[config.mk]
export PLATFORM = sky130hd
export DESIGN_NAME = syst_node_pipe
export DESIGN_NICKNAME = d
export VERILOG_FILES = /design/src/rtl/syst_node_pipe.sv
export SDC_FILE = /design/constraint.sdc
export NUM_CORES = 1
export LEC_CHECK = 0
export BUFFER_PORTS_ARGS = -buffer_cell sky130_fd_sc_hd__buf_2
export CAP_MARGIN = 20
export CORE_MARGIN = 1.5
export CORE_UTILIZATION = 31
export CTS_BUF_LIST = sky130_fd_sc_hd__clkbuf_2
export DETAILED_ROUTE_END_ITERATION = 6
export PLACE_DENSITY = 0.56
export SLEW_MARGIN = 15
export SYNTH_ARGS = -nofsm -noshare
export SYNTH_HDL_FRONTEND = slang
export SYNTH_SLANG_ARGS = --single-unit
[constraint.sdc]
create_clock -name clk_i -period 8.92 [get_ports clk_i]
set_input_delay 0.892 -clock clk_i [delete_from_list [all_inputs] [get_ports clk_i]]
set_output_delay 0.892 -clock clk_i [all_outputs]
set_load 0.02 [all_outputs]
[src/rtl/syst_node_pipe.sv]
// rtl/syst_node_pipe.sv - systolic array node: weight daisy chain, activation forwarding, pipelined MAC
//
// Purpose: holds one weight and computes psumm_o = weight * x_i + psumm_i.
//   The result appears MUL_STAGES enabled cycles after the sample is captured.
//   The node can saturate or wrap on overflow, and it keeps a sticky overflow flag.
// Ports:
//   clk_i, rst_i (sync, active-low), en_i (global stall when 0)
//   w_load_i, weight_i -> w_o            weight capture and chain output
//   x_valid_i, x_i -> x_valid_o, x_o     activation forwarding, 1-cycle latency
//   psumm_i -> psumm_valid_o, psumm_o    partial sum in/out
//   clear_ovf_i -> ovf_o                 sticky overflow flag and its clear
module syst_node_pipe #(
  parameter int W_WIDTH    = 8,
  parameter int X_WIDTH    = 8,
  parameter int SI_WIDTH   = 17,
  parameter int SO_WIDTH   = 17,
  parameter int MUL_STAGES = 2,
  parameter int SIGNED     = 1,
  parameter int SATURATE   = 1
) (
  input  logic                clk_i,
  input  logic                rst_i,
  input  logic                en_i,
  input  logic                w_load_i,
  input  logic [W_WIDTH-1:0]  weight_i,
  output logic [W_WIDTH-1:0]  w_o,
  input  logic                x_valid_i,
  input  logic [X_WIDTH-1:0]  x_i,
  input  logic [SI_WIDTH-1:0] psumm_i,
  output logic                x_valid_o,
  output logic [X_WIDTH-1:0]  x_o,
  output logic                psumm_valid_o,
  output logic [SO_WIDTH-1:0] psumm_o,
  input  logic                clear_ovf_i,
  output logic                ovf_o
);

  // The sum is formed one bit wider than the output so that overflow is observable.
  localparam int SW = SO_WIDTH + 1;
  // Depth of the raw-sum stages in front of the output register (at least 1 entry).
  localparam int DR = (MUL_STAGES > 1) ? MUL_STAGES - 1 : 1;

  logic [W_WIDTH-1:0]  weight_q;
  logic [X_WIDTH-1:0]  x_q;
  logic                x_valid_q;
  logic [DR-1:0]       rv_q;
  logic [SW-1:0]       raw_q [DR];
  logic                psumm_valid_q;
  logic [SO_WIDTH-1:0] psumm_q;
  logic                ovf_q;

  logic [SW-1:0]       w_ext, x_ext, ps_ext, prod, sum;
  logic [DR-1:0]       rv_in;
  logic [SW-1:0]       raw_in [DR];
  logic                fin_v;
  logic [SW-1:0]       fin_raw;
  logic                fin_ovf;
  logic [SO_WIDTH-1:0] fin_res;
  logic                ovf_d;

  // Multiply-add at SW bits. The weight register is read before the capturing edge,
  // so a simultaneous weight load does not affect this sample. Operands are extended
  // to SW bits, and only the low SW bits of the product are kept. Those bits are
  // correct for both signed and unsigned operands.
  always_comb begin
    w_ext  = {{(SW-W_WIDTH){(SIGNED != 0) && weight_q[W_WIDTH-1]}}, weight_q};
    x_ext  = {{(SW-X_WIDTH){(SIGNED != 0) && x_i[X_WIDTH-1]}}, x_i};
    ps_ext = {{(SW-SI_WIDTH){(SIGNED != 0) && psumm_i[SI_WIDTH-1]}}, psumm_i};
    prod   = w_ext * x_ext;
    sum    = prod + ps_ext;
  end

  // Stage k receives data from stage k-1. Stage 0 receives the freshly formed sum.
  always_comb begin
    rv_in[0]  = x_valid_i;
    raw_in[0] = sum;
    for (int k = 1; k < DR; k++) begin
      rv_in[k]  = rv_q[k-1];
      raw_in[k] = raw_q[k-1];
    end
    fin_v   = (MUL_STAGES == 1) ? x_valid_i : rv_q[DR-1];
    fin_raw = (MUL_STAGES == 1) ? sum       : raw_q[DR-1];
  end

  // Overflow detection and clamping are done on the way into the output register.
  always_comb begin
    if (SIGNED != 0) begin
      fin_ovf = fin_raw[SW-1] ^ fin_raw[SW-2];
    end else begin
      fin_ovf = fin_raw[SW-1];
    end
    fin_res = fin_raw[SO_WIDTH-1:0];
    if (fin_ovf && (SATURATE != 0)) begin
      if (SIGNED != 0) begin
        // The true sign of the result is the extra top bit.
        fin_res = fin_raw[SW-1] ? {1'b1, {(SO_WIDTH-1){1'b0}}}
                                : {1'b0, {(SO_WIDTH-1){1'b1}}};
      end else begin
        fin_res = {SO_WIDTH{1'b1}};
      end
    end
    // A new overflow takes priority over a clear on the same edge.
    ovf_d = (ovf_q && !clear_ovf_i) || (fin_v && fin_ovf);
  end

  always_ff @(posedge clk_i) begin
    if (!rst_i) begin
      weight_q      <= '0;
      x_q           <= '0;
      x_valid_q     <= 1'b0;
      rv_q          <= '0;
      psumm_valid_q <= 1'b0;
      psumm_q       <= '0;
      ovf_q         <= 1'b0;
      for (int k = 0; k < DR; k++) begin
        raw_q[k] <= '0;
      end
    end else if (en_i) begin
      if (w_load_i) begin
        weight_q <= weight_i;
      end
      x_q       <= x_i;
      x_valid_q <= x_valid_i;
      rv_q      <= rv_in;
      // Data registers load only with a valid sample, so they hold their contents otherwise.
      for (int k = 0; k < DR; k++) begin
        if (rv_in[k]) begin
          raw_q[k] <= raw_in[k];
        end
      end
      psumm_valid_q <= fin_v;
      if (fin_v) begin
        psumm_q <= fin_res;
      end
      ovf_q <= ovf_d;
    end
  end

  assign w_o           = weight_q;
  assign x_o           = x_q;
  assign x_valid_o     = x_valid_q;
  assign psumm_valid_o = psumm_valid_q;
  assign psumm_o       = psumm_q;
  assign ovf_o         = ovf_q;

endmodule
==> results.sh, run 1 <==
export IMPL_status="complete, no violations"
export IMPL_num_rows=47
export IMPL_cts_setup_buffers=0
export IMPL_hold_buffers=0
export IMPL_clk_pin_slew_ns=0.29
export IMPL_via_count=3827
export IMPL_synth_area_leader_cell="fa_1"
export IMPL_grt_pass1_vias=3906
export IMPL_whs_ns=0.497
export IMPL_die_h_um=134
export IMPL_clock_power_share=0.111
export IMPL_synth_cell_area_um2=5350
export IMPL_drt_initial_drc_count=193
export IMPL_synth_area_leaders="fa_1 30%, dfxtp_1 13%, ha_1 10%, edfxtp_1 10%, inv_1 6.3%"
export IMPL_synth_area_mux_share=0.0187
export IMPL_postPlaceCellArea_um2=5900
export IMPL_n_fill_cell=1714
export IMPL_cts_root_buf="clkbuf_2"
export IMPL_synth_fa_ha_area_frac=0.402
export IMPL_crit_top_cell="fa_1"
export IMPL_async_flop_share=0
export IMPL_worstPathCellList="and2_1, inv_1, fa_1, inv_1, fa_1, fa_1, fa_1, fa_1, ha_1, a211oi_1, o211ai_1, a41oi_1, xor2_1, nor2_1"
export IMPL_dp_hpwl_um=9220
export IMPL_ctsResizeCount=0
export IMPL_required_ns=9.16
export IMPL_core_area_um2=16700
export IMPL_seq_power_share=0.316
export IMPL_cts_tree="yes"
export IMPL_period_share=0.613
export IMPL_critPathMaxFanout=10
export IMPL_p_per_area_nw_per_um2=154
export IMPL_grt_pass1_wl_um=18500
export IMPL_min_period_ns=5.47
export IMPL_combPwrFrac=0.573
export IMPL_worst_setup_path_type="reg2reg"
export IMPL_grt_overflow=0
export IMPL_synth_top_area_share=0.299
export IMPL_finalInstanceArea_um2=5940
export IMPL_synth_top_family_by_area="adder cells"
export IMPL_syn_inst=550
export IMPL_multi_input_comb_area_um2=3650
export IMPL_ir_drop_mv=0.0749
export IMPL_ioPinCount=75
export IMPL_detail_route_antenna_nets=0
export IMPL_finalSetupTns_ns=0
export IMPL_fin_skew_ns=0.0233
export IMPL_ys_warn_count=0
export IMPL_slew_headroom=0.500
export IMPL_syn_area_per_cell_um2=9.73
export IMPL_synth_simple_gate_area_share=0.145
export IMPL_synth_compound_area_frac=0.0985
export IMPL_ys_types=44
export IMPL_ff_latch_area_um2=1260
export IMPL_final_setup_viol_count=0
export IMPL_crit_arrival_ns=5.71
export IMPL_path_delay_family="adder cells"
export IMPL_cts_htree_levels=2
export IMPL_power_switching_w=0.000403
export IMPL_grt_start_max_net_pins=40
export IMPL_synthXorXnorAreaFrac=0.0180
export IMPL_antenna_found_initial=0
export IMPL_hold_violations=0
export IMPL_ys_seq_elements=54
export IMPL_place_congestion=0.815
export IMPL_swShare=0.440
export IMPL_rsz0062_at_grt="false"
export IMPL_crit_buf_inv=2
export IMPL_slew_viol_final=0
export IMPL_fmax_mhz=183
export IMPL_cp_start_kind="flop"
export IMPL_grt_usage=0.127
export IMPL_syn_num_nets=713
export IMPL_syn2layout_area_growth_pct=11.1
export IMPL_postLayoutCoreUtil=0.356
export IMPL_drc=0
export IMPL_cts_buffer_depth=2
export IMPL_critPathMaxStageDelay_ns=0.64
export IMPL_drt_total_wl_um=11000
export IMPL_drive_gt1_frac=0.145
export IMPL_start_util=0.320
export IMPL_die_area_um2=18100
export IMPL_wl_per_cell_um=13.3
export IMPL_synth_seq_area_share=0.236
export IMPL_die_w_um=134
export IMPL_drt_pass1_iterations=4
export IMPL_endpoint_kind="flop"
export IMPL_synth_ff_type="dfxtp_1"
export IMPL_timing_final_ws_setup_ns=3.45
export IMPL_cts_num_sinks=54
export IMPL_layout_nets=770
export IMPL_power_leakage_nw=2.98
export IMPL_intPower_w=0.000512
export IMPL_cap_violations=0
export IMPL_n_antenna_cell=0
export IMPL_clk_latency_ns=0.47
export IMPL_cts_made_buffers=5
export IMPL_hp_class="reg2reg"
export IMPL_tightest_slew_ns=0.749
export IMPL_dp_slack_ns=2.93
export IMPL_via_per_inst=4.62
export IMPL_critPathSlowestCell="and2_1"
export IMPL_portBuffers=74
export IMPL_synth_edff_count=18
-- cell usage in the layout, fill, tap and decap left out, types with 3 or more instances in the layout --
cell and n:
xnor2_1 6, fa_1 80, and2_1 41, nor2b_1 8, mux2i_1 10, dfxtp_1 36
nand2_1 42, o21bai_1 4, ha_1 44, nand3_1 11, nand2b_1 5, a21oi_1 27
a21boi_0 10, o21ai_0 20, xor2_1 5, a211oi_1 3, clkbuf_2 5, buf_2 74
inv_1 90, nor2_1 35, edfxtp_1 18, a21o_1 6, nor3_1 3
-- metrics by stage --
stage / std cells / total power, W
2_1_floorplan: 550 / 0.000702
3_5_place_dp: 820 / 0.000824
6_report: 828 / 0.000915
4_1_cts: 828 / 0.000937
3_3_place_gp: 820 / 0.000813
5_1_grt: 828 / 0.00101
-- final timing paths --
| path | start | depth (start not counted) | end | slack [ns] |
|---|---|---|---|---|
| max | w_o[7]$_SDFFE_PN0P_ | 14 | raw_q[0][14]$_SDFFCE_PN0P_ | 3.45 |
| min | psumm_valid_o$_SDFFE_PN0P_ | 2 | psumm_valid_o$_SDFFE_PN0P_ | 0.50 |
| max reg2reg | w_o[7]$_SDFFE_PN0P_ | 14 | raw_q[0][14]$_SDFFCE_PN0P_ | 3.45 |
| min reg2reg | psumm_valid_o$_SDFFE_PN0P_ | 2 | psumm_valid_o$_SDFFE_PN0P_ | 0.50 |
-- worst min-delay path, cell delays in order, from the launching register on --
cell      delay (ns)
dfxtp_1         0.37
nand2b_1        0.06
a21boi_0        0.07
-- cells by family (layout without fill, tap and decap cells) --
family                   after synthesis  after routing
AO/OA/AOI/OAI                         83             83
XOR/XNOR                              11             11
adder cells (fa/ha/maj)              124            124
buffers and inverters                115            173
flip-flops                            54             54
multiplexers                          10             10
AND/OR/NAND/NOR                      153            153
-- power groups by stage --
stage          clock network (W)  logic (W)  registers [W]
6_report                0.000102   0.000524       0.000289
3_3_place_gp                   0   0.000519       0.000294
2_1_floorplan                  0   0.000404       0.000298
4_1_cts                 0.000112   0.000535       0.000290
3_5_place_dp                   0   0.000529       0.000295
5_1_grt                 0.000117   0.000599       0.000292
-- flip-flops by register name (all words and copies together) (netlist names) --
name	cells
w_o	8
ovf_o	1
fin_v	1
psumm_valid_o	1
raw_q	18
x_o	8
psumm_o	17
-- layout make-up --
type	instances	share of cell area
clock buffer	5	0.00421
clock inverter	3	0.00337
inverter	91	0.0575
multi-input combinational	381	0.614
sequential	54	0.212
tap	220	0.0463
timing repair buffer	74	0.0623
-- Yosys cell counts, types with 3 or more instances --
cell / number
nand2_1: 42
edfxtp_1: 18
buf_2: 6
inv_1: 90
a21o_1: 6
and2_1: 41
nand3_1: 11
o21bai_1: 4
o21ai_0: 20
fa_1: 80
a211oi_1: 3
a21boi_0: 10
clkbuf_1: 17
xor2_1: 5
a21oi_1: 27
nor2b_1: 8
nor2_1: 35
nor3_1: 3
dfxtp_1: 36
ha_1: 44
nand2b_1: 5
xnor2_1: 6
mux2i_1: 10
-- metal layers --
metal	part of all wire	vias to the layer above	GRT usage	routed length (um)
li1	-	1854	-	-
met1	0.45	1890	0.166	4970
met2	0.51	75	0.224	5570
met3	0.035	8	0.0147	391
met4	0.0086	0	0.0269	95
met5	0	-	0	0
(Power assumes the default switching activity.)
==> run 2: changes to the inputs <==
==> constraint.sdc (replaced) <==
create_clock -name clk_i -period 5.39 [get_ports clk_i]
set_input_delay 0.539 -clock clk_i [delete_from_list [all_inputs] [get_ports clk_i]]
set_output_delay 0.539 -clock clk_i [all_outputs]
set_load 0.02 [all_outputs]
==> results.sh, run 2 (same netlist as run 1, synthesis figures left out) <==
export IMPL_ioPinCount=75
export IMPL_rsz0062_at_grt="false"
export IMPL_endpoint_kind="flop"
export IMPL_die_h_um=134
export IMPL_layout_nets=772
export IMPL_critPathMaxFanout=10
export IMPL_swShare=0.443
export IMPL_largest_register_ffs=18
export IMPL_slew_headroom=0.490
export IMPL_final_common_cell="inv_1"
export IMPL_detail_route_antenna_nets=0
export IMPL_required_ns=5.66
export IMPL_fin_skew_ns=0.0179
export IMPL_whs_path_depth=3
export IMPL_grt_overflow=0
export IMPL_finalInstanceArea_um2=5960
export IMPL_final_cell_mix="90 x inv_1, 80 x fa_1, 74 x buf_2"
export IMPL_n_fill_cell=1704
export IMPL_drive_gt1_frac=0.149
export IMPL_intPower_w=0.000851
export IMPL_hp_start="weight_i[6]"
export IMPL_fmax_mhz=198
export IMPL_drt_initial_drc_count=122
export IMPL_power_switching_w=0.000678
export IMPL_drt_total_wl_um=11100
export IMPL_core_area_um2=16700
export IMPL_cts_num_sinks=54
export IMPL_critPathSlowestCell="dfxtp_1"
export IMPL_tightest_slew_ns=0.764
export IMPL_worstReg2RegStart="w_o[7]$_SDFFE_PN0P_"
export IMPL_cts_made_buffers=5
export IMPL_hp_class="in2reg"
export IMPL_slew_viol_final=0
export IMPL_ff2ff_path_depth=12
export IMPL_die_w_um=134
export IMPL_worst_setup_path_type="reg2reg"
export IMPL_p_per_area_nw_per_um2=257
export IMPL_grt_start_max_net_pins=40
export IMPL_ctsResizeCount=0
export IMPL_grt_usage=0.129
export IMPL_hold_violations=0
export IMPL_grt_pass1_wl_um=18800
export IMPL_start_util=0.320
export IMPL_period_share=0.939
export IMPL_finalSetupTns_ns=0
export IMPL_ff2ff_setup_slack_ns=0.33
export IMPL_timing_rr_end="raw_q[0][13]$_SDFFCE_PN0P_"
export IMPL_clk_latency_ns=0.47
export IMPL_antenna_found_initial=0
export IMPL_clock_power_share=0.114
export IMPL_syn2layout_area_growth_pct=11.3
export IMPL_portBuffers=74
export IMPL_dp_hpwl_um=9360
export IMPL_seq_power_share=0.314
export IMPL_cts_setup_buffers=0
export IMPL_cts_tree="yes"
export IMPL_hold_buffers=0
export IMPL_wl_per_cell_um=13.4
export IMPL_cap_violations=0
export IMPL_place_congestion=0.805
export IMPL_die_area_um2=18100
export IMPL_num_rows=47
export IMPL_cp_start_kind="flop"
export IMPL_multi_input_comb_area_um2=3650
export IMPL_largest_register="raw_q"
export IMPL_cts_buffer_depth=2
export IMPL_combPwrFrac=0.572
export IMPL_grt_pass1_vias=3976
export IMPL_clk_pin_slew_ns=0.29
export IMPL_ir_drop_mv=0.111
export IMPL_hold_end="w_o[6]$_SDFFE_PN0P_"
export IMPL_drc=0
export IMPL_drt_pass1_iterations=4
export IMPL_crit_arrival_ns=5.33
export IMPL_postPlaceCellArea_um2=5910
export IMPL_ff_latch_area_um2=1260
export IMPL_via_per_inst=4.59
export IMPL_cts_root_buf="clkbuf_2"
export IMPL_status="complete, no violations"
export IMPL_critPathMaxStageDelay_ns=0.61
export IMPL_min_period_ns=5.06
export IMPL_cts_htree_levels=2
export IMPL_n_antenna_cell=0
export IMPL_via_count=3812
export IMPL_final_setup_viol_count=0
export IMPL_crit_top_cell="fa_1"
export IMPL_power_leakage_nw=3.00
export IMPL_worstPathCellList="and2_1, fa_1, fa_1, fa_1, fa_1, ha_1, ha_1, a21oi_1, o22ai_1, o31a_1, nor3_1, nor3_2"
==> run 2: cell count changes in the layout (fill, tap and decap cells not counted) <==
cell	before	now
clkinv_2	0	1
buf_4	0	2
clkinvlp_4	1	0
clkbuf_2	5	6
clkinv_1	2	1
==> run 2: final cells by class <==
cell class | instances | area share
multi-input cells | 381 | 0.613
flip-flops and latches | 54 | 0.212
repair buffers | 76 | 0.0647
inverters | 91 | 0.0574
well taps | 220 | 0.0462
clock buffers | 6 | 0.00504
clock inverters | 2 | 0.00231
==> run 2: power by group through the flow <==
stage / registers [W] / logic [W] / clock network, W
CTS: 0.000480 / 0.000895 / 0.000183
floorplan: 0.000494 / 0.000668 / 0
global route: 0.000485 / 0.00100 / 0.000199
finish: 0.000480 / 0.000874 / 0.000175
global placement: 0.000486 / 0.000867 / 0
detailed placement: 0.000488 / 0.000887 / 0
==> run 2: worst max-delay path: cells and delay by family (launching register included) <==
family	cells	cell delay, ns
fa+ha+maj	6	2.67
flops	1	0.61
simple gates	3	0.78
compound gates	3	0.80
==> run 2: stage by stage <==
step,utilization,power [W],cells,hold WS [ns],setup slack (ns)
3_3_place_gp,0.354,0.00135,822,0.470,0.322
6_report,0.357,0.00153,830,0.300,0.327
2_1_floorplan,-,0.00116,550,0.469,0.0873
5_1_grt,0.357,0.00169,830,0.283,0.0311
4_1_cts,0.357,0.00156,830,0.258,0.311
3_5_place_dp,0.354,0.00138,822,0.480,0.159
==> run 2: worst max-delay path by stage <==
stage | startpoint | endpoint | slack [ns]
6_report | w_o[7]$_SDFFE_PN0P_ | raw_q[0][13]$_SDFFCE_PN0P_ | 0.33
5_1_grt | w_o[3]$_SDFFE_PN0P_ | raw_q[0][14]$_SDFFCE_PN0P_ | 0.03
4_1_cts | w_o[7]$_SDFFE_PN0P_ | raw_q[0][13]$_SDFFCE_PN0P_ | 0.31
3_5_place_dp | x_i[1] | raw_q[0][13]$_SDFFCE_PN0P_ | 0.16
3_3_place_gp | x_i[1] | raw_q[0][13]$_SDFFCE_PN0P_ | 0.32
2_1_floorplan | x_i[0] | raw_q[0][14]$_SDFFCE_PN0P_ | 0.09
==> run 2: metal layers <==
metal | GRT usage | up-vias | part of all wire
li1 | - | 1863 | -
met1 | 0.171 | 1857 | 0.44
met2 | 0.225 | 83 | 0.50
met3 | 0.0144 | 9 | 0.047
met4 | 0.0305 | 0 | 0.010
met5 | 0 | - | 0
